--- src/rtl/uk101_video_gen.sv ---
// uk101_video_gen: scans a 64x16 character RAM through an 8x8 glyph ROM into a 1-bit pixel stream with sync/blank.
// Optional feature macro UK101_VIDEO_INVERT_EN adds an invert input that flips pixels in the active area.
module uk101_video_gen #(
  parameter int H_TOTAL    = 531,
  parameter int H_ACTIVE   = 384,
  parameter int HS_START   = 420,
  parameter int HS_WIDTH   = 40,
  parameter int V_TOTAL    = 312,
  parameter int V_ACTIVE   = 256,
  parameter int VS_START   = 280,
  parameter int VS_WIDTH   = 3,
  parameter int COL_OFFSET = 13
) (
  input  logic        clk,
  input  logic        reset,
  input  logic        ce_pix,
  output logic [9:0]  vram_addr,
  input  logic [7:0]  vram_data,
  output logic [10:0] charrom_addr,
  input  logic [7:0]  charrom_data,
`ifdef UK101_VIDEO_INVERT_EN
  input  logic        invert,
`endif
  output logic        pix,
  output logic        hsync,
  output logic        vsync,
  output logic        hblank,
  output logic        vblank
);

  localparam logic [9:0] H_LAST = 10'(H_TOTAL - 1);
  localparam logic [9:0] H_ACT  = 10'(H_ACTIVE);
  localparam logic [9:0] H_PRE  = 10'(H_TOTAL - 8);
  localparam logic [9:0] HS_ON  = 10'(HS_START);
  localparam logic [9:0] HS_OFF = 10'(HS_START + HS_WIDTH);
  localparam logic [8:0] V_LAST = 9'(V_TOTAL - 1);
  localparam logic [8:0] V_ACT  = 9'(V_ACTIVE);
  localparam logic [8:0] VS_ON  = 9'(VS_START);
  localparam logic [8:0] VS_OFF = 9'(VS_START + VS_WIDTH);
  localparam logic [9:0] COL    = 10'(COL_OFFSET);

  logic [9:0] hcnt;
  logic [8:0] vcnt;
  logic [7:0] pattern;
  logic [7:0] shift;
  logic       wrap;
  logic [9:0] fpos;
  logic       fslot;
  logic [6:0] next_line;
  logic [6:0] fline;
  logic [9:0] cell_addr;
  logic       video_bit;

  // fpos is the position within the fetch window, which runs 8 pixels ahead of display.
  // The window for cell 0 lies at the end of the previous line, so it decodes the next vcnt.
  always_comb begin
    wrap      = (hcnt >= H_PRE);
    fpos      = wrap ? (hcnt - H_PRE) : (hcnt + 10'd8);
    fslot     = (fpos < H_ACT);
    next_line = (vcnt == V_LAST) ? 7'd0 : 7'((vcnt + 9'd1) >> 1);
    fline     = wrap ? next_line : vcnt[7:1];
    cell_addr = {fline[6:3], 6'b0} + COL + {3'b0, fpos[9:3]};
`ifdef UK101_VIDEO_INVERT_EN
    video_bit = shift[7] ^ invert;
`else
    video_bit = shift[7];
`endif
  end

  always_ff @(posedge clk) begin
    if (reset) begin
      hcnt         <= '0;
      vcnt         <= '0;
      pattern      <= '0;
      shift        <= '0;
      vram_addr    <= '0;
      charrom_addr <= '0;
      pix          <= 1'b0;
      hsync        <= 1'b0;
      vsync        <= 1'b0;
      hblank       <= 1'b1;
      vblank       <= 1'b1;
    end else if (ce_pix) begin
      if (hcnt == H_LAST) begin
        hcnt <= '0;
        vcnt <= (vcnt == V_LAST) ? 9'd0 : vcnt + 9'd1;
      end else begin
        hcnt <= hcnt + 10'd1;
      end

      // Outputs describe the counter value in effect before this edge.
      hblank <= (hcnt >= H_ACT);
      vblank <= (vcnt >= V_ACT);
      hsync  <= (hcnt >= HS_ON) && (hcnt < HS_OFF);
      vsync  <= (vcnt >= VS_ON) && (vcnt < VS_OFF);
      pix    <= video_bit & (hcnt < H_ACT) & (vcnt < V_ACT);

      if (fslot && fpos[2:0] == 3'd0) vram_addr <= cell_addr;
      if (fslot && fpos[2:0] == 3'd2) charrom_addr <= {vram_data, fline[2:0]};
      if (fslot && fpos[2:0] == 3'd4) pattern <= charrom_data;

      if (fslot && fpos[2:0] == 3'd7) shift <= pattern;
      else if (hcnt < H_ACT) shift <= {shift[6:0], 1'b0};
    end
  end

endmodule

--- config.mk ---
export PLATFORM = sky130hd
export DESIGN_NAME = uk101_video_gen
export DESIGN_NICKNAME = d
export VERILOG_FILES = /design/src/rtl/uk101_video_gen.sv
export SDC_FILE = /design/constraint.sdc
export NUM_CORES = 1
export LEC_CHECK = 0
export BUFFER_PORTS_ARGS = -buffer_cell sky130_fd_sc_hd__buf_2
export CAP_MARGIN = 20
export CORE_UTILIZATION = 62
export CTS_BUF_LIST = sky130_fd_sc_hd__clkbuf_16
export CTS_CLUSTER_SIZE = 16
export DETAILED_ROUTE_END_ITERATION = 10
export GPL_TIMING_DRIVEN = 0
export MAX_ROUTING_LAYER = met4
export PLACE_DENSITY = 0.85
export SETUP_SLACK_MARGIN = 0.5
export SYNTH_ARGS = -nofsm -noshare
export SYNTH_HDL_FRONTEND = slang
export SYNTH_SLANG_ARGS = --single-unit
--- constraint.sdc ---
create_clock -name clk -period 7.1 [get_ports clk]
set_input_delay 0 -clock clk [delete_from_list [all_inputs] [get_ports clk]]
set_output_delay 0 -clock clk [all_outputs]
set_load 0.01 [all_outputs]
==> report_table.html <==
<table>
<tr><th>Metric</th><th>Value</th></tr>
<tr><th colspan="2">Status</th></tr>
<tr><td>Run status</td><td>finished clean</td></tr>
<tr><th colspan="2">Timing</th></tr>
<tr><td>Slew Viols, Final</td><td>0</td></tr>
<tr><td>Final period demand of the worst path</td><td>3.16 ns</td></tr>
<tr><td>Fmax</td><td>316 MHz</td></tr>
<tr><td>Count of final hold-check violations</td><td>0</td></tr>
<tr><td>Worst-case headroom to the max-slew limit</td><td>47.9%</td></tr>
<tr><td>Setup repair after global routing missed its margin</td><td>false</td></tr>
<tr><td>Worst Clk Skew</td><td>0.00907 ns</td></tr>
<tr><td>Sum of negative setup slack</td><td>0 ns</td></tr>
<tr><td>Post-route fraction of the period consumed by the critical path</td><td>44.5%</td></tr>
<tr><td>Final setup margin</td><td>3.94 ns</td></tr>
<tr><td>Transition at the pin with the smallest max-transition slack</td><td>0.774 ns</td></tr>
<tr><td>Endpoints failing setup</td><td>0</td></tr>
<tr><th colspan="2">Clock tree</th></tr>
<tr><td>Root buffer cell</td><td>clkbuf_16</td></tr>
<tr><td>TritonCTS clock tree</td><td>done</td></tr>
<tr><td>Number of resized instances in the post-cts repair step</td><td>0</td></tr>
<tr><td>Htree depth</td><td>3</td></tr>
<tr><td>Later-pin clock latency in the skew report</td><td>0.33 ns</td></tr>
<tr><td>Clock sinks</td><td>61</td></tr>
<tr><td>Number of buffers on the longest clock path</td><td>2</td></tr>
<tr><td>Clock buffers created by TritonCTS</td><td>9</td></tr>
<tr><td>Worst-path clk slew</td><td>0.06 ns</td></tr>
<tr><th colspan="2">Floorplan</th></tr>
<tr><td>Initial core utilization</td><td>64.6%</td></tr>
<tr><td>Row count</td><td>26</td></tr>
<tr><td>Die footprint</td><td>5620 um2</td></tr>
<tr><td>Width of the chip</td><td>75.0 um</td></tr>
<tr><td>Core Area</td><td>5110 um2</td></tr>
<tr><td>Top-level port count</td><td>45</td></tr>
<tr><td>Die outline height</td><td>75.0 um</td></tr>
<tr><th colspan="2">Logic synthesis</th></tr>
<tr><td>Top-area cell type share of the netlist area</td><td>37.0%</td></tr>
<tr><td>Async set-reset flop share out of synthesis</td><td>0%</td></tr>
<tr><td>Portion of the post-synthesis area used by sequential elements</td><td>37.0%</td></tr>
<tr><td>Number of instances in the synthesized netlist</td><td>384</td></tr>
<tr><td>Synthesized net count</td><td>412</td></tr>
<tr><td>Number of enable-type register cells in the synthesized netlist</td><td>0</td></tr>
<tr><td>Most instantiated flip-flop cell in the synthesis netlist</td><td>dfxtp_1</td></tr>
<tr><td>Largest area contributor in the synthesized netlist</td><td>dfxtp_1</td></tr>
<tr><td>Number of warnings issued by yosys</td><td>0</td></tr>
<tr><td>Yosys reg bits</td><td>61</td></tr>
<tr><td>Top area cells in the synthesized netlist</td><td>dfxtp_1 37%, mux2i_1 9.1%, nor2_1 6.9%</td></tr>
<tr><td>Netlist area before placement</td><td>3300 um2</td></tr>
<tr><td>Avg Cell Area, Syn</td><td>8.59 um2</td></tr>
<tr><td>Number of unique standard cell types used by synthesis</td><td>61</td></tr>
<tr><th colspan="2">Worst setup path</th></tr>
<tr><td>Ordered cell list for the critical path</td><td>ha_1 -&gt; o21a_1 -&gt; o31a_1 -&gt; buf_6 -&gt; a21oi_1 -&gt; a31oi_1 -&gt; ha_1 -&gt; o211ai_1 -&gt; a31oi_1 -&gt; or3_1 -&gt; a311oi_1</td></tr>
<tr><td>CP arrival</td><td>3.39 ns</td></tr>
<tr><td>Buffers plus inverters on the worst setup path</td><td>1</td></tr>
<tr><td>Critical path type</td><td>reg -&gt; reg</td></tr>
<tr><td>Startpoint class of the critical path</td><td>register</td></tr>
<tr><td>Critical path data required time</td><td>7.33 ns</td></tr>
<tr><td>CP endpoint kind</td><td>register</td></tr>
<tr><td>Crit-path leading delay family</td><td>compound AO/OA/AOI/OAI gates</td></tr>
<tr><td>Slowest-stage cell, CP</td><td>dfxtp_1</td></tr>
<tr><td>Highest net fanout along the worst path</td><td>10</td></tr>
<tr><td>Delay contributed by the slowest stage of the critical path</td><td>0.51 ns</td></tr>
<tr><th colspan="2">Global route</th></tr>
<tr><td>Maximum number of pins on one net before global-route repair</td><td>13</td></tr>
<tr><td>First-pass GRT wire length</td><td>14.4 mm</td></tr>
<tr><td>Global route overflow</td><td>0</td></tr>
<tr><td>Number of global-route vias before repair</td><td>2963</td></tr>
<tr><td>Global-route usage over all layers</td><td>36.2%</td></tr>
<tr><td>Initial antenna violation count</td><td>0</td></tr>
<tr><th colspan="2">Drt</th></tr>
<tr><td>Via count</td><td>3160</td></tr>
<tr><td>Antenna Violating Nets Remaining</td><td>0</td></tr>
<tr><td>Vias per cell</td><td>5.97</td></tr>
<tr><td>DRC violation count after routing</td><td>0</td></tr>
<tr><td>Final routed wirelength across all metal layers</td><td>9.34 mm</td></tr>
<tr><td>1st-pass router iterations</td><td>5</td></tr>
<tr><td>Wire length per cell</td><td>17.7 um</td></tr>
<tr><td>First DRT Iteration DRCs</td><td>310</td></tr>
<tr><th colspan="2">Pwr</th></tr>
<tr><td>Power per cell area</td><td>216 nW/um2</td></tr>
<tr><td>Leakage Power</td><td>1.59 nW</td></tr>
<tr><td>VDD IR max</td><td>0.000153 V</td></tr>
<tr><td>Overall power after layout</td><td>0.876 mW</td></tr>
<tr><th colspan="2">Finish</th></tr>
<tr><td>Number of nets in the finished design</td><td>482</td></tr>
<tr><td>Area growth from synthesis to final layout</td><td>22.9%</td></tr>
<tr><td>Proportion of layout cells with a drive suffix above 1</td><td>18.7%</td></tr>
<tr><td>Final standard cell count with taps included and fillers excluded</td><td>529</td></tr>
<tr><td>Antenna fix cells</td><td>0</td></tr>
<tr><td>Number of fillers in the final layout</td><td>350</td></tr>
<tr><th colspan="2">Place</th></tr>
<tr><td>GPL Wtd Cong</td><td>0.881</td></tr>
<tr><td>Final HPWL from detailed placement</td><td>5.51 mm</td></tr>
<tr><td>Number of buffers added on ports</td><td>43</td></tr>
<tr><td>Post-Place Worst Slack</td><td>4.02 ns</td></tr>
<tr><td>Total instance count after detailed placement</td><td>498</td></tr>
<tr><th colspan="2">Worst hold path</th></tr>
<tr><td>Type of the tightest min-delay check</td><td>in -&gt; reg</td></tr>
<tr><th colspan="2">Job</th></tr>
<tr><td>Number of maximum-capacitance constraint violations</td><td>0</td></tr>
</table>
## metrics by stage
stage                     hold WS, ns  util, %  area, um2
after CTS                     0.00487     79.4       4060
after floorplan                 0.147        -       3300
final                          0.0729     79.4       4060
after detailed placement        0.243     70.6       3610
after global routing           0.0626     79.4       4060
after global placement          0.233     70.5       3600
## cells by family (layout without fill, tap and decap cells)
| kind of cell | after synthesis | count (layout) | synth area share (%) |
|---|---|---|---|
| multiplexers | 31 | 31 | 9.44 |
| buffers and inverters | 40 | 115 | 5.69 |
| AND/OR/NAND/NOR | 147 | 147 | 22.3 |
| AO/OA/AOI/OAI | 77 | 77 | 17.1 |
| XOR/XNOR | 19 | 19 | 5.04 |
| flip-flops | 61 | 61 | 37.0 |
| adder cells (fa/ha/maj) | 9 | 9 | 3.41 |
## path summary, 6_finish.rpt
| check | from | end | slack (ns) | cells after the start |
|---|---|---|---|---|
| hold reg to reg | vsync | vsync | 0.47 | 2 |
| setup / recovery | hcnt[1] | vram_addr[7] | 3.94 | 11 |
| setup reg to reg | hcnt[1] | vram_addr[7] | 3.94 | 11 |
| hold / removal | vram_data[2] | charrom_addr[5] | 0.07 | 3 |
## per-layer routing
layer	track usage, %	wire, um
met5	-	0
met1	42.6	3780
met2	58.2	4580
met3	5.49	545
met4	22.0	438
## area by class of cell
type	instances	area, um2	share of cell area, %
inverters	15	56.3	1.39
clock inverters	7	73.8	1.82
plain buffers	25	131	3.24
flip-flops and latches	61	1220	30.1
well taps	70	87.6	2.16
clock buffers	9	225	5.55
repair buffers	59	370	9.13
multi-input cells	283	1890	46.6
## registers in the layout, summed over array words and instances, names as in the netlist
| signal | cells |
|---|---|
| shift | 8 |
| hsync | 1 |
| charrom_addr | 11 |
| pattern | 8 |
| vsync | 1 |
| hcnt | 10 |
| vcnt | 9 |
| vblank | 1 |
| pix | 1 |
| vram_addr | 10 |
| hblank | 1 |
## cells in the final DEF (no fill, tap or decap), types with 3 or more instances in the layout
cell type      count
nor2_1            61
dfxtp_1           61
buf_2             50
mux2i_1           30
nand2_1           25
a21oi_1           16
dlygate4sd3_1     15
inv_1             14
clkbuf_1          13
nand3_1           11
a211oi_1          11
xor2_1            10
xnor2_1            9
ha_1               9
clkbuf_16          9
nand2b_1           8
o21ai_0            8
a311oi_1           6
nor3_1             5
and3_1             5
or3_1              5
buf_6              4
nor4_1             4
a31oi_1            4
or2_2              3
o21ai_1            3
a211oi_2           3
nand4_1            3
## cell usage after synthesis (all sizes together), types with 2 or more instances
cell type,number
nand2,25
and2,2
o221ai,2
dfxtp,61
xnor2,9
a31o,2
a311oi,6
nor4b,3
nand3,11
buf,12
and3,5
clkbuf,13
xor2,10
ha,9
nand4,3
nand2b,8
nor2b,2
o31ai,2
a2111oi,2
a211oi,14
nand4b,2
o21a,2
mux2i,30
nor3,6
o21ai,11
nor2,63
or2,4
o2111ai,2
nor4,4
inv,14
or3,6
a31oi,4
a32oi,2
a21oi,16
## repair_timing
action | CTS | global route
endpoints found under the hold margin | 15 | 0
hold buffers | 15 | 0
setup buffers | 0 | 0
## power by group
| group | total [mW] | switching (mW) | internal, mW | leakage (nW) |
|---|---|---|---|---|
| Combinational | 0.0765 | 0.0437 | 0.0328 | 0.952 |
| Clock | 0.439 | 0.166 | 0.272 | 0.146 |
| Sequential | 0.361 | 0.00727 | 0.353 | 0.496 |
| Total | 0.876 | 0.217 | 0.659 | 1.59 |
## worst register-to-register path: stages (launching register included)
cell      delay (ns)
dfxtp_1         0.51
ha_1            0.36
o21a_1          0.35
o31a_1          0.28
buf_6           0.19
a21oi_1         0.07
a31oi_1         0.17
ha_1            0.28
o211ai_1        0.13
a31oi_1         0.13
or3_1           0.36
a311oi_1        0.26
Note: power is estimated with default switching activity, not from simulation.
